$ cat src/rtl/mips_pkg.sv
// Shared definitions for the 5-stage MIPS pipeline: opcodes, ALU op classes
// and the decoded control bundle carried from ID into EX.
package mips_pkg;

  localparam logic [5:0] OP_RTYPE = 6'd0;
  localparam logic [5:0] OP_LW    = 6'd35;
  localparam logic [5:0] OP_SW    = 6'd43;
  localparam logic [5:0] OP_BEQ   = 6'd4;

  localparam logic [1:0] ALUOP_ADD   = 2'b00;
  localparam logic [1:0] ALUOP_SUB   = 2'b01;
  localparam logic [1:0] ALUOP_FUNCT = 2'b10;

  typedef struct packed {
    logic       reg_dest;
    logic       branch;
    logic       mem_read;
    logic       mem_to_reg;
    logic       mem_write;
    logic       alu_src;
    logic       reg_write;
    logic [1:0] alu_op;
  } ctrl_t;

  localparam ctrl_t CTRL_NOP = ctrl_t'(9'd0);

  // R-type, sw and beq read rt as a source; lw (immediate B operand) does not.
  function automatic logic uses_rt(ctrl_t c);
    return ~c.alu_src | c.mem_write | c.branch;
  endfunction

endpackage

$ cat src/rtl/load_use_detect.sv
// Load-use hazard detection: flags an ID instruction that reads the
// destination of a load currently sitting in EX.
module load_use_detect #(
  parameter int REG_AW = 5
) (
  input  logic              ex_valid,
  input  logic              ex_mem_read,
  input  logic [REG_AW-1:0] ex_rt,
  input  logic              id_valid,
  input  logic [REG_AW-1:0] id_rs,
  input  logic [REG_AW-1:0] id_rt,
  input  logic              id_uses_rt,
  output logic              haz
);

  logic rs_match_s;
  logic rt_match_s;

  assign rs_match_s = (ex_rt == id_rs);
  assign rt_match_s = id_uses_rt & (ex_rt == id_rt);

  // $0 is hardwired, so a load into it never creates a dependency
  assign haz = ex_valid & ex_mem_read & id_valid & (ex_rt != {REG_AW{1'b0}})
             & (rs_match_s | rt_match_s);

endmodule

$ cat src/rtl/id_ex_stage.sv
// ID/EX pipeline register with load-use stall, branch flush squash and a
// saturating debug count of stall cycles.
module id_ex_stage
  import mips_pkg::*;
#(
  parameter int DATA_W = 32,
  parameter int REG_AW = 5,
  parameter int CNT_W  = 16
) (
  input  logic              clk,
  input  logic              rst,
  input  logic              id_valid,
  input  logic              id_reg_dest,
  input  logic              id_branch,
  input  logic              id_mem_read,
  input  logic              id_mem_to_reg,
  input  logic              id_mem_write,
  input  logic              id_alu_src,
  input  logic              id_reg_write,
  input  logic [1:0]        id_alu_op,
  input  logic [DATA_W-1:0] id_rs_data,
  input  logic [DATA_W-1:0] id_rt_data,
  input  logic [DATA_W-1:0] id_imm,
  input  logic [REG_AW-1:0] id_rs,
  input  logic [REG_AW-1:0] id_rt,
  input  logic [REG_AW-1:0] id_rd,
  input  logic              flush,
  output logic              ex_valid,
  output logic              ex_reg_dest,
  output logic              ex_branch,
  output logic              ex_mem_read,
  output logic              ex_mem_to_reg,
  output logic              ex_mem_write,
  output logic              ex_alu_src,
  output logic              ex_reg_write,
  output logic [1:0]        ex_alu_op,
  output logic [DATA_W-1:0] ex_rs_data,
  output logic [DATA_W-1:0] ex_rt_data,
  output logic [DATA_W-1:0] ex_imm,
  output logic [REG_AW-1:0] ex_rs,
  output logic [REG_AW-1:0] ex_rt,
  output logic [REG_AW-1:0] ex_rd,
  output logic              stall,
  output logic [CNT_W-1:0]  stall_cnt
);

  localparam logic [CNT_W-1:0] CNT_MAX = {CNT_W{1'b1}};

  ctrl_t              id_ctrl_s;
  ctrl_t              ex_ctrl_r;
  logic               ex_valid_r;
  logic [DATA_W-1:0]  ex_rs_data_r;
  logic [DATA_W-1:0]  ex_rt_data_r;
  logic [DATA_W-1:0]  ex_imm_r;
  logic [REG_AW-1:0]  ex_rs_r;
  logic [REG_AW-1:0]  ex_rt_r;
  logic [REG_AW-1:0]  ex_rd_r;
  logic [CNT_W-1:0]   stall_cnt_r;
  logic               haz_s;
  logic               stall_s;

  assign id_ctrl_s = '{reg_dest:   id_reg_dest,
                       branch:     id_branch,
                       mem_read:   id_mem_read,
                       mem_to_reg: id_mem_to_reg,
                       mem_write:  id_mem_write,
                       alu_src:    id_alu_src,
                       reg_write:  id_reg_write,
                       alu_op:     id_alu_op};

  load_use_detect #(.REG_AW(REG_AW)) u_load_use_detect (
    .ex_valid   (ex_valid_r),
    .ex_mem_read(ex_ctrl_r.mem_read),
    .ex_rt      (ex_rt_r),
    .id_valid   (id_valid),
    .id_rs      (id_rs),
    .id_rt      (id_rt),
    .id_uses_rt (uses_rt(id_ctrl_s)),
    .haz        (haz_s)
  );

  // a taken branch discards the ID instruction, so its hazard is moot
  assign stall_s = haz_s & ~flush;

  // pipeline register: flush/stall load constant-zero control, otherwise capture ID
  always_ff @(posedge clk) begin
    if (rst) begin
      ex_valid_r   <= 1'b0;
      ex_ctrl_r    <= CTRL_NOP;
      ex_rs_data_r <= {DATA_W{1'b0}};
      ex_rt_data_r <= {DATA_W{1'b0}};
      ex_imm_r     <= {DATA_W{1'b0}};
      ex_rs_r      <= {REG_AW{1'b0}};
      ex_rt_r      <= {REG_AW{1'b0}};
      ex_rd_r      <= {REG_AW{1'b0}};
    end else begin
      ex_rs_data_r <= id_rs_data;
      ex_rt_data_r <= id_rt_data;
      ex_imm_r     <= id_imm;
      ex_rs_r      <= id_rs;
      ex_rt_r      <= id_rt;
      ex_rd_r      <= id_rd;
      if (flush || stall_s) begin
        ex_valid_r <= 1'b0;
        ex_ctrl_r  <= CTRL_NOP;
      end else if (id_valid) begin
        ex_valid_r <= 1'b1;
        ex_ctrl_r  <= id_ctrl_s;
      end else begin
        ex_valid_r <= 1'b0;
        ex_ctrl_r  <= CTRL_NOP;
      end
    end
  end

  // saturating stall-cycle counter
  always_ff @(posedge clk) begin
    if (rst) begin
      stall_cnt_r <= {CNT_W{1'b0}};
    end else if (stall_s && (stall_cnt_r != CNT_MAX)) begin
      stall_cnt_r <= stall_cnt_r + {{(CNT_W-1){1'b0}}, 1'b1};
    end else begin
      stall_cnt_r <= stall_cnt_r;
    end
  end

  assign ex_valid      = ex_valid_r;
  assign ex_reg_dest   = ex_ctrl_r.reg_dest;
  assign ex_branch     = ex_ctrl_r.branch;
  assign ex_mem_read   = ex_ctrl_r.mem_read;
  assign ex_mem_to_reg = ex_ctrl_r.mem_to_reg;
  assign ex_mem_write  = ex_ctrl_r.mem_write;
  assign ex_alu_src    = ex_ctrl_r.alu_src;
  assign ex_reg_write  = ex_ctrl_r.reg_write;
  assign ex_alu_op     = ex_ctrl_r.alu_op;
  assign ex_rs_data    = ex_rs_data_r;
  assign ex_rt_data    = ex_rt_data_r;
  assign ex_imm        = ex_imm_r;
  assign ex_rs         = ex_rs_r;
  assign ex_rt         = ex_rt_r;
  assign ex_rd         = ex_rd_r;
  assign stall         = stall_s;
  assign stall_cnt     = stall_cnt_r;

endmodule

$ cat config.mk
export PLATFORM = sky130hd
export DESIGN_NAME = id_ex_stage
export DESIGN_NICKNAME = d
export VERILOG_FILES = /design/src/rtl/mips_pkg.sv /design/src/rtl/load_use_detect.sv /design/src/rtl/id_ex_stage.sv
export SDC_FILE = /design/constraint.sdc
export NUM_CORES = 1
export LEC_CHECK = 0
export CORE_AREA = 2 2 117 119
export DETAILED_ROUTE_END_ITERATION = 10
export DIE_AREA = 0 0 119 121
export PLACE_DENSITY = 0.71
export SYNTH_ARGS = -nofsm -noshare
export SYNTH_HDL_FRONTEND = slang
export SYNTH_HIERARCHICAL = 1
export SYNTH_SLANG_ARGS = --single-unit
$ cat constraint.sdc
create_clock -name clk -period 3.3 [get_ports clk]
set_input_delay 0.99 -clock clk [delete_from_list [all_inputs] [get_ports clk]]
set_output_delay 0.99 -clock clk [all_outputs]
set_load 0.05 [all_outputs]
==> results.py, run 1 <==
metrics = {
    "worst_setup_path": {
        "required_ps": 2310,
        "cp-startpoint": "id_rt[2]",
        "rrSetupSlack_ps": 430,
        "critPathMaxFanout": 2,
        "end_kind": "output pin",
        "slowest_delay_ps": 330,
        "crit_chain": "clkbuf_2 -> xor2_2 -> nor4_4 -> nand3_2 -> a21oi_4 -> nand2b_4 -> clkinvlp_4 -> buf_12",
        "critPathKind": "in -> out",
        "worst_path_max_delay_cell": "nor4_4",
        "cp-start-kind": "primary input",
        "worstPathArrival_ps": 2250,
        "reg2reg_from": "ex_rt[2]",
    },
    "route": {
        "routedWlPerCell_um": 14.6,
        "routed_wl_mm": 12.3,
        "first_pass_iters": 4,
        "drt_iter0_markers": 146,
        "viasPerCell": 4.34,
        "vias": 3666,
        "remaining_drc_errors": 0,
        "ant_nets": 0,
    },
    "logic_synthesis": {
        "syn-instance-count": 373,
        "async_flop_share": 0,
        "avgSynthCellArea_sq_um": 11.3,
        "ys_seq_elements": 137,
        "syn_nets": 498,
        "synth_edf_count": 0,
        "yosys-top-cells-count": "dfxtp_1 (137), nor2b_1 (113), clkbuf_1 (13), a21oi_1 (12)",
        "ys_types": 36,
        "netlist.area_leader.share": 0.650,
        "syn_area_sq_mm": 0.00422,
        "yosysMostFrequentCell": "dfxtp_1",
        "synth.top_cells.by_area": "dfxtp_1 (65%), nor2b_1 (17%), xor2_1 (1.5%), a21oi_1 (1.4%), and2_1 (1.3%)",
        "yosys.area.top_type": "dfxtp_1",
        "yosys_most_used_dff": "dfxtp_1",
        "seq_area_frac_synth": 0.650,
        "yosysWarnings": 6,
    },
    "final_layout": {
        "drive_above_1_share": 0.111,
        "syn2layout_area_growth_pct": 85.6,
        "fill_cells": 1072,
        "finalNetCount": 781,
        "n_antenna_cell": 0,
    },
    "place": {
        "port-buffer-count": 261,
        "place_hpwl_mm": 9.32,
        "place_congestion": 0.837,
    },
    "global_routing": {
        "first_global_vias": 3655,
        "antenna_found_initial": 0,
        "globalRouteOverflowTotal": 0,
        "grt_pass1_wl_mm": 19.0,
        "grt_start_max_net_pins": 69,
        "grtUsageTotal": 0.172,
    },
    "die": {
        "core_sq_mm": 0.0131,
        "fp.dieW_um": 119,
        "rows": 42,
        "die_area_sq_mm": 0.0144,
        "initial_core_util": 0.322,
        "die_y_um": 121,
        "io_pins": 262,
    },
    "clocking": {
        "htreeDepth": 4,
        "root_buffer": "clkbuf_16",
        "cts_tree": "done",
        "cts.path.max_buffers": 2,
        "numCtsBuffers": 17,
        "cts.clk_slew.worst_paths_ps": 60,
        "cts_sinks": 137,
        "clk_latency_ps": 410,
    },
    "hold_path": {
        "hp-start": "stall_cnt[6]",
        "hp-class": "reg -> reg",
    },
    "sta": {
        "fmax_mhz": 309,
        "period_minus_slack_ps": 3240,
        "slew_headroom": 0.500,
        "hold_violations": 0,
        "fin_skew_ps": 5.26,
        "setup_viol": 0,
        "timing.final.crit_share": 0.982,
        "finalMaxSlewViolations": 0,
        "worst_slew_pin_slew_ps": 743,
        "fin_hold_ws_ps": 541,
    },
    "pwr": {
        "p_switching_mw": 1.08,
        "irDropWorstVdd_uv": 359,
        "leakagePower_nw": 2.97,
        "p_sw_frac": 0.247,
        "seqPwrFrac": 0.400,
        "clockPowerShare": 0.449,
        "internal_power_mw": 3.30,
        "pwr-share-comb": 0.151,
        "power.total_mw": 4.39,
        "powerDensity_mw_per_mm2": 560,
    },
    "status": {
        "status": "finished, final reports clean",
    },
    "flow_run": {
        "drv_cap": 0,
    },
}
## timing repair
action	CTS	global route
hold buffers	0	0
endpoints found under the hold margin	0	0
gates cloned	0	0
pin swaps	6	5
setup buffers	3	1
setup endpoints to repair	1	2
gates resized for setup	19	17
## power groups by stage
| stage | logic [mW] | clock network [mW] | registers [mW] |
|---|---|---|---|
| finish | 0.664 | 1.97 | 1.76 |
| CTS | 0.663 | 2.02 | 1.75 |
| global route | 0.694 | 2.10 | 1.76 |
| global placement | 0.659 | 0 | 1.79 |
| detailed placement | 0.662 | 0 | 1.79 |
| floorplan | 0.0790 | 0 | 2.06 |
## cells by family (layout without fill, tap and decap cells)
| kind of cell | count (synthesis) | after routing | share of synthesized area |
|---|---|---|---|
| AOI/OAI and AO/OA | 23 | 23 | 0.0314 |
| xor gates and xnor gates | 10 | 10 | 0.0208 |
| adders and majority gates | 1 | 1 | 0.00297 |
| buffers and inverters | 19 | 315 | 0.0169 |
| DFF | 137 | 137 | 0.650 |
| muxes | 5 | 5 | 0.0131 |
| and+or+nand+nor | 178 | 178 | 0.265 |
## final timing paths
check / endpoint / depth (start not counted)
setup / recovery: stall / 8
hold / removal: stall_cnt[6] / 2
setup reg to reg: stall_cnt[13] / 10
hold reg to reg: stall_cnt[6] / 2
## cell type report
cell class	count	area [sq um]	share of cell area
Timing Repair Buffer	278	2730	0.349
Sequential cell	137	2740	0.350
Multi-Input combinational cell	217	1490	0.191
Clock buffer	20	447	0.0570
Tap cell	176	220	0.0281
Inverter	5	22.5	0.00288
Clock inverter	12	173	0.0221
## metal layers
layer  vias up  global-route usage  wire length, um
met1      1686               0.185             4660
li1       1786                   -                -
met2       168               0.298             6450
met5         -                   0                0
met4         0              0.0915              387
met3        26              0.0578              823
## layout by cell type (no fill, tap or decap), types with 4 or more instances in the layout
master / synthesis / final
o21ai_0: 5 / 5
o31ai_1: 4 / 4
nor2_1: 9 / 9
nor2b_1: 113 / 113
dfxtp_1: 137 / 137
clkbuf_16: 0 / 17
dlygate4sd2_1: 0 / 5
nand3_1: 5 / 4
and2_1: 9 / 9
nor4_1: 6 / 5
xor2_2: 0 / 5
or4_1: 5 / 5
bufinv_16: 0 / 4
clkdlybuf4s50_1: 0 / 246
buf_4: 0 / 18
nand2_1: 5 / 5
a21oi_1: 12 / 11
clkinv_2: 0 / 4
inv_1: 5 / 4
or3_1: 5 / 5
nand4_1: 5 / 5
## metrics by stage
stage	instance area (sq um)	std cells	utilization	setup WS [ps]	TNS [ps]
floorplan	4220	373	-	73.5	0
global placement	7110	810	0.544	-401	-2960
detailed placement	7110	810	0.544	-416	-3060
CTS	7760	844	0.593	4.57	0
global route	7830	845	0.598	-5.20	-5.20
finish	7830	845	0.598	61.0	0
## critical path, delay by kind of cell
kind | cells | cell delay, ps
and+or+nand+nor | 3 | 570
buffers and inverters | 3 | 320
xor gates and xnor gates | 1 | 150
AOI/OAI and AO/OA | 1 | 210
Power figures use the tool's default switching activity.
==> run 2, diff against run 1 <==
--- a/config.mk
+++ b/config.mk
@@ -5,6 +5,7 @@
 export SDC_FILE = /design/constraint.sdc
 export NUM_CORES = 1
 export LEC_CHECK = 0
+export CAP_MARGIN = 40
 export CORE_AREA = 2 2 117 119
 export DETAILED_ROUTE_END_ITERATION = 10
 export DIE_AREA = 0 0 119 121
==> results of run 2 <==
No change in the layout: final DEF, timing and power equal those of run 1.
